`config.mk`:
```
export PLATFORM = sky130hd
export DESIGN_NAME = generic_sw_regs
export DESIGN_NICKNAME = d
export VERILOG_FILES = /design/src/rtl/generic_sw_regs.sv
export SDC_FILE = /design/constraint.sdc
export NUM_CORES = 1
export LEC_CHECK = 0
export CAP_MARGIN = 30
export CORE_MARGIN = 2
export CORE_UTILIZATION = 31
export CTS_CLUSTER_SIZE = 10
export DETAILED_ROUTE_END_ITERATION = 7
export PLACE_DENSITY = 0.66
export SLEW_MARGIN = 10
export SYNTH_ARGS = -nofsm -noshare
export SYNTH_HDL_FRONTEND = slang
export SYNTH_SLANG_ARGS = --single-unit
```
`constraint.sdc`:
```
create_clock -name clk -period 5.9 [get_ports clk]
set_input_delay 1.18 -clock clk [delete_from_list [all_inputs] [get_ports clk]]
set_output_delay 1.18 -clock clk [all_outputs]
set_load 0.01 [all_outputs]
```
`src/rtl/generic_sw_regs.sv`:
```
`default_nettype none
//------------------------------------------------------------------------------
// Module   : generic_sw_regs
// Purpose  : Register block on the CPCI bus. It holds software RW registers and
//            read-only status words, and returns a delayed one-shot ack.
// Revision : 1.0 - initial release
//------------------------------------------------------------------------------
`ifndef CPCI_NF2_DATA_WIDTH
`define CPCI_NF2_DATA_WIDTH 32
`endif

module generic_sw_regs #(
    parameter int REG_ADDR_WIDTH = 5,
    parameter int NUM_RW_REGS    = 4,
    parameter int NUM_RO_REGS    = 4,
    parameter int ACK_DELAY      = 0,
    parameter logic [`CPCI_NF2_DATA_WIDTH-1:0] RW_RESET_VAL    = '0,
    parameter logic [`CPCI_NF2_DATA_WIDTH-1:0] DEFAULT_RD_DATA = 32'hdead_beef
) (
    input  logic                                            clk,
    input  logic                                            reset,
    input  logic                                            reg_req,
    output logic                                            reg_ack,
    input  logic                                            reg_rd_wr_L,
    input  logic [REG_ADDR_WIDTH-1:0]                       reg_addr,
    output logic [`CPCI_NF2_DATA_WIDTH-1:0]                 reg_rd_data,
    input  logic [`CPCI_NF2_DATA_WIDTH-1:0]                 reg_wr_data,
    output logic [NUM_RW_REGS*`CPCI_NF2_DATA_WIDTH-1:0]     rw_regs,
    // Kept at least one word wide so that NUM_RO_REGS == 0 still elaborates.
    input  logic [((NUM_RO_REGS > 0) ? NUM_RO_REGS : 1)*`CPCI_NF2_DATA_WIDTH-1:0] ro_regs
);

    localparam int c_DW = `CPCI_NF2_DATA_WIDTH;

    typedef enum logic [1:0] {
        S_IDLE = 2'd0,
        S_WAIT = 2'd1,
        S_ACK  = 2'd2,
        S_DONE = 2'd3
    } state_t;

    state_t                    r_state;
    logic [3:0]                r_cnt;
    logic                      r_req_d1;
    logic                      r_ack;
    logic [c_DW-1:0]           r_rd_data;
    logic [c_DW-1:0]           r_rw [NUM_RW_REGS];
    logic [REG_ADDR_WIDTH-1:0] r_cap_addr;
    logic                      r_cap_rd;
    logic [c_DW-1:0]           r_cap_wdata;

    logic                      w_new_req;
    logic                      w_enter_ack;
    logic [REG_ADDR_WIDTH-1:0] w_addr;
    logic [31:0]               w_addr_ext;
    logic                      w_rd;
    logic [c_DW-1:0]           w_wdata;
    logic [c_DW-1:0]           w_rd_val;

    assign w_new_req   = reg_req && !r_req_d1;
    assign w_enter_ack = ((r_state == S_IDLE) && w_new_req && (ACK_DELAY == 0)) ||
                         ((r_state == S_WAIT) && (r_cnt == 4'd0));

    // With zero delay the ack edge is also the capture edge, so use the live bus.
    assign w_addr     = (r_state == S_IDLE) ? reg_addr    : r_cap_addr;
    assign w_rd       = (r_state == S_IDLE) ? reg_rd_wr_L : r_cap_rd;
    assign w_wdata    = (r_state == S_IDLE) ? reg_wr_data : r_cap_wdata;
    assign w_addr_ext = 32'(w_addr);

    always_comb begin
        w_rd_val = DEFAULT_RD_DATA;
        for (int i = 0; i < NUM_RW_REGS; i++) begin
            if (w_addr_ext == 32'(i)) w_rd_val = r_rw[i];
        end
        for (int j = 0; j < NUM_RO_REGS; j++) begin
            if (w_addr_ext == 32'(NUM_RW_REGS + j)) w_rd_val = ro_regs[j*c_DW +: c_DW];
        end
    end

    always_ff @(posedge clk) begin
        if (reset) begin
            r_state     <= S_IDLE;
            r_cnt       <= 4'd0;
            r_req_d1    <= 1'b0;
            r_ack       <= 1'b0;
            r_rd_data   <= '0;
            r_cap_addr  <= '0;
            r_cap_rd    <= 1'b0;
            r_cap_wdata <= '0;
            for (int i = 0; i < NUM_RW_REGS; i++) r_rw[i] <= RW_RESET_VAL;
        end else begin
            r_req_d1 <= reg_req;
            r_ack    <= w_enter_ack;

            if (w_enter_ack) begin
                if (w_rd) begin
                    r_rd_data <= w_rd_val;
                end else begin
                    for (int i = 0; i < NUM_RW_REGS; i++) begin
                        if (w_addr_ext == 32'(i)) r_rw[i] <= w_wdata;
                    end
                end
            end

            case (r_state)
                S_IDLE: begin
                    if (w_new_req) begin
                        r_cap_addr  <= reg_addr;
                        r_cap_rd    <= reg_rd_wr_L;
                        r_cap_wdata <= reg_wr_data;
                        if (ACK_DELAY == 0) begin
                            r_state <= S_ACK;
                        end else begin
                            r_cnt   <= 4'(ACK_DELAY - 1);
                            r_state <= S_WAIT;
                        end
                    end
                end
                S_WAIT: begin
                    if (r_cnt == 4'd0) r_state <= S_ACK;
                    else               r_cnt   <= r_cnt - 4'd1;
                end
                S_ACK:  r_state <= S_DONE;
                S_DONE: if (!reg_req) r_state <= S_IDLE;
                default: r_state <= S_IDLE;
            endcase
        end
    end

    assign reg_ack     = r_ack;
    assign reg_rd_data = r_rd_data;

    generate
        for (genvar g = 0; g < NUM_RW_REGS; g++) begin : g_rw_out
            assign rw_regs[g*c_DW +: c_DW] = r_rw[g];
        end
    endgenerate

endmodule

`default_nettype wire

```
==> results of run 1 <==
[synth_stat cells, types with 2 or more instances]
master / number
nand2_1: 110
o211a_1: 10
a22o_1: 2
nand3_1: 2
o21ai_1: 2
a211oi_1: 3
buf_6: 4
a222oi_1: 11
o21ai_0: 41
o221ai_1: 30
a2111oi_0: 7
dfxtp_1: 78
a221oi_1: 18
a221o_1: 5
o22ai_1: 21
o22a_1: 5
buf_4: 6
a2111oi_2: 7
mux2i_1: 35
a21oi_1: 75
nor2_1: 197
and3_1: 2
and2_1: 2
nor3_1: 18
a211o_1: 14
o221ai_2: 8
o21a_1: 4
nand2b_1: 4
nor3b_1: 3
edfxtp_1: 128
o21bai_1: 4
buf_2: 23
inv_1: 6
a22oi_1: 16
nor2b_1: 2
clkbuf_1: 37
buf_1: 7
[cell families after synthesis]
kind of cell | after synthesis | synth area share, %
and+or+nand+nor | 352 | 14.92
AOI/OAI and AO/OA | 293 | 22.09
DFF | 206 | 54.96
buffers and inverters | 84 | 4.046
muxes | 36 | 3.677
xor gates and xnor gates | 2 | 0.1781
adders and majority gates | 1 | 0.1272
[sequential cells by signal (all words and copies together), names as in the netlist, 2 cells and up]
signal / cells
r_rw: 128
r_cap_wdata: 32
reg_rd_data: 32
r_cap_addr: 5
r_cnt: 4
r_state: 2
[final timing paths]
check                                from                      endpoint
max                               reg_req  reg_rd_data[13]$_SDFFE_PP0P_
min          r_cap_wdata[28]$_SDFFE_PP0P_  r_cap_wdata[28]$_SDFFE_PP0P_
max reg2reg         r_cnt[0]$_SDFFE_PP0P_  reg_rd_data[13]$_SDFFE_PP0P_
min reg2reg  r_cap_wdata[28]$_SDFFE_PP0P_  r_cap_wdata[28]$_SDFFE_PP0P_
[layout by cell type (no fill, tap or decap), types with 21 or more instances in the layout]
cell	netlist	routed
a21oi_1	75	75
clkbuf_16	0	25
clkdlybuf4s50_1	0	328
dfxtp_1	78	78
edfxtp_1	128	128
mux2i_1	35	34
nand2_1	110	110
nor2_1	197	197
o21ai_0	41	41
o221ai_1	30	30
o22ai_1	21	21
[cell type report]
class                      instances  area (sq um)
timing repair buffer             354          3572
clock buffer                      42         699.4
tap                              402         503.0
clock inverter                     4         35.03
sequential                       206          5405
multi-input combinational        684          4138
fill                            2904         17020
inverter                           6         22.52
[worst min-delay path: stages (launching register included)]
cell	delay (ns)
dfxtp_1	0.30
nand2_1	0.05
a21oi_1	0.05
[routing by layer]
metal,GRT usage [%],vias up
li1,-,4261
met1,32.17,4451
met3,6.765,70
met2,37.79,494
met4,6.419,0
met5,0,-
[where the power goes]
part / leakage, nW / internal [mW] / switching [mW]
clock: 0.347 / 0.807 / 0.600
sequential: 1.96 / 1.62 / 0.0705
combinational: 2.82 / 0.393 / 0.509
total: 5.13 / 2.82 / 1.18
==> flow_summary.json, run 1 <==
{
  "status": "complete, no violations",
  "max-cap-violations": 0,
  "fin_util_pct": 45.79,
  "ant_nets": 0,
  "dieArea_sq_um": 33160,
  "cts_htree_levels": 1,
  "cts.sinks": 206,
  "synth_area_leaders": "edfxtp_1 39%, dfxtp_1 16%, nor2_1 7.5%, nand2_1 4.2%, a21oi_1 3.8%",
  "ys_types": 64,
  "yosys_most_used_dff": "edfxtp_1",
  "final_cells": 1698,
  "r2r_cells": 8,
  "timing.setup.tns_ns": 0,
  "core_sq_um": 31390,
  "path_depth": 7,
  "routedWlPerCell_microns": 24.22,
  "synth_top_area_share_pct": 39.08,
  "met1_length_mm": 17.37,
  "synth-seq-cells": 206,
  "cts_made_buffers": 25,
  "p_leak_nw": 5.132,
  "drt_iter0_markers": 897,
  "cp-end-kind": "flip-flop",
  "track_usage_pct": 23.89,
  "synth.avg_cell_area_sq_um": 10.10,
  "final_area_sq_um": 14380,
  "whs_ns": 0.4513,
  "timing.fmax_ghz": 0.2677,
  "holdBufCountCts": 0,
  "hold_path_class": "reg2reg",
  "grt_pass1_wl_mm": 59.54,
  "route.met3.wl_mm": 4.138,
  "netlist_instances": 974,
  "wl_met2_mm": 18.52,
  "powerDensity_nw_per_um2": 278.2,
  "drcViolationCount": 0,
  "nets": 1447,
  "grt_pass1_vias": 8981,
  "slowest_stage": "nor3_4",
  "critPathLaunchType": "input pin",
  "place_area_sq_um": 13550,
  "diodes": 0,
  "synth_edf_count": 128,
  "cts_resized": 0,
  "post-route-min-period_ns": 3.736,
  "clk_pin_slew_ns": 0.06,
  "io_buffers": 329,
  "die_h_microns": 182.1,
  "slew_headroom_pct": 25.14,
  "worst_clock_skew_ns": 0.01559,
  "crit_chain": "clkdlybuf4s50_1 -> nor4b_4 -> a21oi_2 -> nor3_4 -> o221ai_1 -> a2111oi_0 -> a211o_1",
  "tightestPinTransition_ns": 1.123,
  "netlist_area_sq_um": 9834,
  "tritoncts": "yes",
  "path_delay_family": "simple AND/OR/NAND/NOR gates",
  "antenna_found_initial": 0,
  "hold_viol": 0,
  "cp.arrival_ns": 4.21,
  "setup_violations": 0,
  "synth-async-reset-ratio_pct": 0,
  "pin_count": 330,
  "rows": 65,
  "gr-total-overflow": 0,
  "reg2reg_slack_ns": 2.58,
  "cp_num_buf_inv": 1,
  "place_hpwl_mm": 30.89,
  "crit_path_max_incr_delay_ns": 0.80,
  "grt_max_degree": 52,
  "syn_to_final_growth_pct": 46.17,
  "drive_gt1_share_pct": 6.944,
  "yosysWarnings": 0,
  "cts.path.max_buffers": 3,
  "vias_per_cell": 5.463,
  "cp.required_ns": 6.37,
  "vias": 9276,
  "wl_mm": 41.13,
  "die-width_microns": 182.1,
  "place_congestion": 0.9549,
  "path_class": "in2reg",
  "dr.max_layer_used": "met4",
  "critPathMaxFanout": 17,
  "synth_top_cell_by_area": "edfxtp_1",
  "post_cts_buffers": 0,
  "rsz0062_at_grt": "no",
  "root_buffer": "clkbuf_16",
  "place_inst": 1648,
  "period_share_pct": 63.32,
  "pre_cts_ws_ns": 1.657,
  "insertion_delay_ns": 0.53,
  "hold-path-cell-count": 2,
  "layout_setup_ws_ns": 2.164,
  "finalMaxSlewViolations": 0,
  "syn_nets": 1144,
  "first_pass_iters": 5,
  "initial_core_util_pct": 31.33,
  "peakVddDrop_mv": 0.2021,
  "yosysSeqAreaShare_pct": 54.96,
  "p_total_mw": 3.999
}
(Power assumes the default switching activity.)
==> inputs of run 2 (changes only) <==
==> constraint.sdc (replaced) <==
create_clock -name clk -period 3.6 [get_ports clk]
set_input_delay 0.72 -clock clk [delete_from_list [all_inputs] [get_ports clk]]
set_output_delay 0.72 -clock clk [all_outputs]
set_load 0.01 [all_outputs]
==> flow_summary.json, run 2 (synthesis results as in run 1) <==
{
  "status": "complete, no violations",
  "cp-end-kind": "flip-flop",
  "final_area_sq_um": 14550,
  "root_buffer": "clkbuf_16",
  "timing.fmax_ghz": 0.3207,
  "worst_clock_skew_ns": 0.02067,
  "hold_viol": 0,
  "slew_headroom_pct": 37.23,
  "cp.arrival_ns": 3.51,
  "initial_core_util_pct": 31.33,
  "drive_gt1_share_pct": 8.561,
  "regMostFlops": "r_rw",
  "reg2reg_slack_ns": 0.48,
  "insertion_delay_ns": 0.54,
  "drt_iter0_markers": 820,
  "largest_register_ffs": 128,
  "hold_path_end": "reg_ack$_SDFF_PP0_",
  "period_share_pct": 86.61,
  "fin_util_pct": 46.35,
  "final_common_cell": "clkdlybuf4s50_1",
  "path_class": "reg2reg",
  "die-width_microns": 182.1,
  "gr-total-overflow": 0,
  "drcViolationCount": 0,
  "multi_input_area_sq_um": 4138,
  "first_pass_iters": 5,
  "clk_pin_slew_ns": 0.06,
  "critPathLaunchType": "flip-flop",
  "syn_to_final_growth_pct": 47.95,
  "grt_pass1_wl_mm": 60.97,
  "cts.sinks": 206,
  "wl_mm": 42.21,
  "pre_cts_ws_ns": 0.1630,
  "die_h_microns": 182.1,
  "grt_max_degree": 50,
  "place_congestion": 0.9167,
  "setup_violations": 0,
  "cts_htree_levels": 1,
  "track_usage_pct": 24.56,
  "dieArea_sq_um": 33160,
  "regArea_sq_um": 5405,
  "hold-path-cell-count": 2,
  "post-route-min-period_ns": 3.118,
  "p_leak_nw": 5.251,
  "nets": 1470,
  "diodes": 0,
  "num-fill-cells": 2936,
  "peakVddDrop_mv": 0.3119,
  "routedWlPerCell_microns": 24.51,
  "tritoncts": "yes",
  "p_total_mw": 6.659,
  "min_from": "reset",
  "pin_count": 330,
  "rows": 65,
  "place_area_sq_um": 13780,
  "layout_setup_ws_ns": 0.4820,
  "timing.setup.tns_ns": 0,
  "layout_common_cells": "328 x clkdlybuf4s50_1, 197 x nor2_1, 128 x edfxtp_1",
  "max-cap-violations": 0,
  "cts_resized": 0,
  "antenna_found_initial": 1,
  "vias_per_cell": 5.414,
  "core_sq_um": 31390,
  "holdBufCountCts": 0,
  "r2r_cells": 8,
  "reg2reg_to": "reg_rd_data[8]$_SDFFE_PP0P_",
  "hold_path_class": "in2reg",
  "post_cts_buffers": 0,
  "vias": 9323,
  "place_hpwl_mm": 32.19,
  "ant_nets": 0,
  "powerDensity_nw_per_um2": 457.6,
  "critPathMaxFanout": 34,
  "grt_pass1_vias": 9071,
  "rsz0062_at_grt": "no",
  "r2r-start": "r_state[1]$_SDFFE_PP0P_",
  "io_buffers": 329,
  "cts.path.max_buffers": 3,
  "cts_made_buffers": 26,
  "cp.required_ns": 3.99,
  "finalMaxSlewViolations": 0,
  "tightestPinTransition_ns": 0.9416
}
run 2: cell count changes in the layout (fill, tap and decap cells not counted), sizes merged:
cell	delta
buf	+22
clkinvlp	-1
clkinv	+3
run 2: final cells by class:
class | instances | share of cell area [%]
clock buffers | 42 | 4.884
repair buffers | 376 | 25.54
multi-input cells | 684 | 28.44
well taps | 402 | 3.457
clock inverters | 6 | 0.3784
inverters | 6 | 0.1548
flip-flops and latches | 206 | 37.15
run 2: metal layers:
metal / share of wire (%) / GRT usage, % / vias to the layer above / routed length (microns)
met4: 2.3 / 6.032 / 2 / 980
li1: - / - / 4301 / -
met2: 46 / 40.11 / 458 / 19600
met5: 0.043 / 0 / - / 18
met1: 42 / 33.10 / 4507 / 17690
met3: 9.3 / 5.588 / 55 / 3917
run 2: metrics by stage:
step	cells	hold WS [ns]
after floorplan	974	0.4357
after global placement	1673	0.4405
after detailed placement	1674	0.4463
after CTS	1722	0.4191
after global routing	1722	0.4507
final	1722	0.4362
run 2: critical path, stage by stage (launching register included):
cell,delay [ns]
dfxtp_1,0.48
nor2_4,0.41
buf_4,0.60
o21ai_4,0.29
buf_4,0.25
a21oi_1,0.16
nor2_1,0.07
a221oi_1,0.54
o22ai_1,0.15
run 2: power by group:
part           switching [mW]  internal (mW)
logic                   0.854          0.661
registers               0.119           2.65
clock network            1.02           1.35
run 2: worst max-delay path by stage:
stage	to	slack (ns)	cells past startpoint	start
floorplan	r_rw[2][0]$_SDFFCE_PN0P_	0.02	4	reg_addr[0]
global placement	reg_rd_data[14]$_SDFFE_PP0P_	0.17	7	reg_addr[0]
detailed placement	reg_rd_data[5]$_SDFFE_PP0P_	0.16	7	reg_addr[0]
CTS	reg_rd_data[8]$_SDFFE_PP0P_	0.57	8	r_state[1]$_SDFFE_PP0P_
global route	reg_rd_data[8]$_SDFFE_PP0P_	0.41	8	r_state[1]$_SDFFE_PP0P_
finish	reg_rd_data[8]$_SDFFE_PP0P_	0.48	8	r_state[1]$_SDFFE_PP0P_
==> inputs of run 3 (changes only) <==
--- a/config.mk
+++ b/config.mk
@@ -8,6 +8,7 @@
 export CAP_MARGIN = 30
 export CORE_MARGIN = 2
 export CORE_UTILIZATION = 31
+export CTS_BUF_LIST = sky130_fd_sc_hd__clkbuf_16
 export CTS_CLUSTER_SIZE = 10
 export DETAILED_ROUTE_END_ITERATION = 7
 export PLACE_DENSITY = 0.66
==> flow_summary.json, run 3 (synthesis results as in run 1) <==
{
  "track_usage_pct": 24.56,
  "max-cap-violations": 0,
  "grt_pass1_vias": 9071,
  "cp.required_ns": 3.99,
  "vias": 9311,
  "timing.fmax_ghz": 0.3255,
  "dieArea_sq_um": 33160,
  "finalMaxSlewViolations": 0,
  "place_hpwl_mm": 32.19,
  "whs_ns": 0.4412,
  "hold_path_class": "in2reg",
  "grt_max_degree": 50,
  "hold_viol": 0,
  "place_congestion": 0.9167,
  "clk_pin_slew_ns": 0.06,
  "final_common_cell": "clkdlybuf4s50_1",
  "critPathMaxFanout": 34,
  "root_buffer": "clkbuf_16",
  "p_leak_nw": 5.317,
  "core_sq_um": 31390,
  "worst_clock_skew_ns": 0.02249,
  "cp-end-kind": "flip-flop",
  "vias_per_cell": 5.407,
  "regArea_sq_um": 5405,
  "num-fill-cells": 2936,
  "largest_register_ffs": 128,
  "critPathLaunchType": "flip-flop",
  "die-width_microns": 182.1,
  "cts.sinks": 206,
  "rsz0062_at_grt": "no",
  "nets": 1470,
  "first_pass_iters": 5,
  "cp.arrival_ns": 3.46,
  "io_buffers": 329,
  "grt_busiest_layer": "met2",
  "final_cells": 1722,
  "place_area_sq_um": 13780,
  "use_met1_pct": 33.10,
  "status": "complete, no violations",
  "met3_usage_pct": 5.588,
  "powerDensity_nw_per_um2": 454.3,
  "post-route-min-period_ns": 3.072,
  "peakVddDrop_mv": 0.3109,
  "gr-total-overflow": 0,
  "path_class": "reg2reg",
  "tritoncts": "yes",
  "final_area_sq_um": 14550,
  "die_h_microns": 182.1,
  "initial_core_util_pct": 31.33,
  "place_inst": 1674,
  "fin_util_pct": 46.35,
  "insertion_delay_ns": 0.54,
  "grtUsageMet2_pct": 40.11,
  "syn_to_final_growth_pct": 47.95,
  "routedWlPerCell_microns": 24.49,
  "cts.path.max_buffers": 3,
  "drcViolationCount": 0,
  "drive_gt1_share_pct": 8.561,
  "tightestPinTransition_ns": 0.9636,
  "cts_made_buffers": 26,
  "timing.setup.tns_ns": 0,
  "cts_htree_levels": 1,
  "rows": 65,
  "diodes": 0,
  "post_cts_buffers": 0,
  "grt_pass1_wl_mm": 60.97,
  "holdBufCountCts": 0,
  "drt_iter0_markers": 854,
  "wl_mm": 42.17,
  "setup_violations": 0,
  "antenna_found_initial": 1,
  "pin_count": 330,
  "multi_input_area_sq_um": 4138,
  "layout_common_cells": "328 x clkdlybuf4s50_1, 197 x nor2_1, 128 x edfxtp_1",
  "period_share_pct": 85.34,
  "slew_headroom_pct": 35.76,
  "ant_nets": 0,
  "regMostFlops": "r_rw",
  "cts_resized": 0
}
run 3: metrics by stage:
step	setup slack [ns]	total power, mW
final	0.5277	6.609
after global routing	0.4058	6.862
after CTS	0.5721	6.638
after detailed placement	0.1630	4.317
after global placement	0.1653	4.319
after floorplan	0.02113	3.485
run 3: worst max-delay path, cell delays in order, from the launching register on:
cell	delay, ns
dfxtp_1	0.48
nor2_4	0.41
buf_4	0.60
o21ai_4	0.29
buf_4	0.25
a21oi_1	0.15
nor2_1	0.07
a221oi_1	0.51
o22ai_1	0.14
run 3: layer usage:
layer | vias to the layer above | wire length, microns
met1 | 4498 | 17860
met2 | 449 | 19530
met5 | - | 4
met4 | 2 | 952
met3 | 53 | 3822
li1 | 4309 | -
run 3: final cells by class:
cell class	count	share of cell area (%)
clock buffer	26	4.472
clock inverter	22	0.7911
inverter	6	0.1548
multi-input combinational	684	28.44
sequential	206	37.15
tap	402	3.457
timing repair buffer	376	25.54
run 3: final timing paths:
path	from	end	slack, ns	cells after the start
setup / recovery	r_state[1]$_SDFFE_PP0P_	reg_rd_data[22]$_SDFFE_PP0P_	0.53	8
setup reg to reg	r_state[1]$_SDFFE_PP0P_	reg_rd_data[22]$_SDFFE_PP0P_	0.53	8
hold reg to reg	r_cap_wdata[5]$_SDFFE_PP0P_	r_cap_wdata[5]$_SDFFE_PP0P_	0.45	2
hold / removal	reset	reg_ack$_SDFF_PP0_	0.44	2
run 3: where the power goes:
group          total, mW  switching [mW]  internal (mW)
Combinational       1.51           0.853          0.660
Clock               2.33            1.02           1.31
Sequential          2.77           0.119           2.65
Total               6.61            1.99           4.62
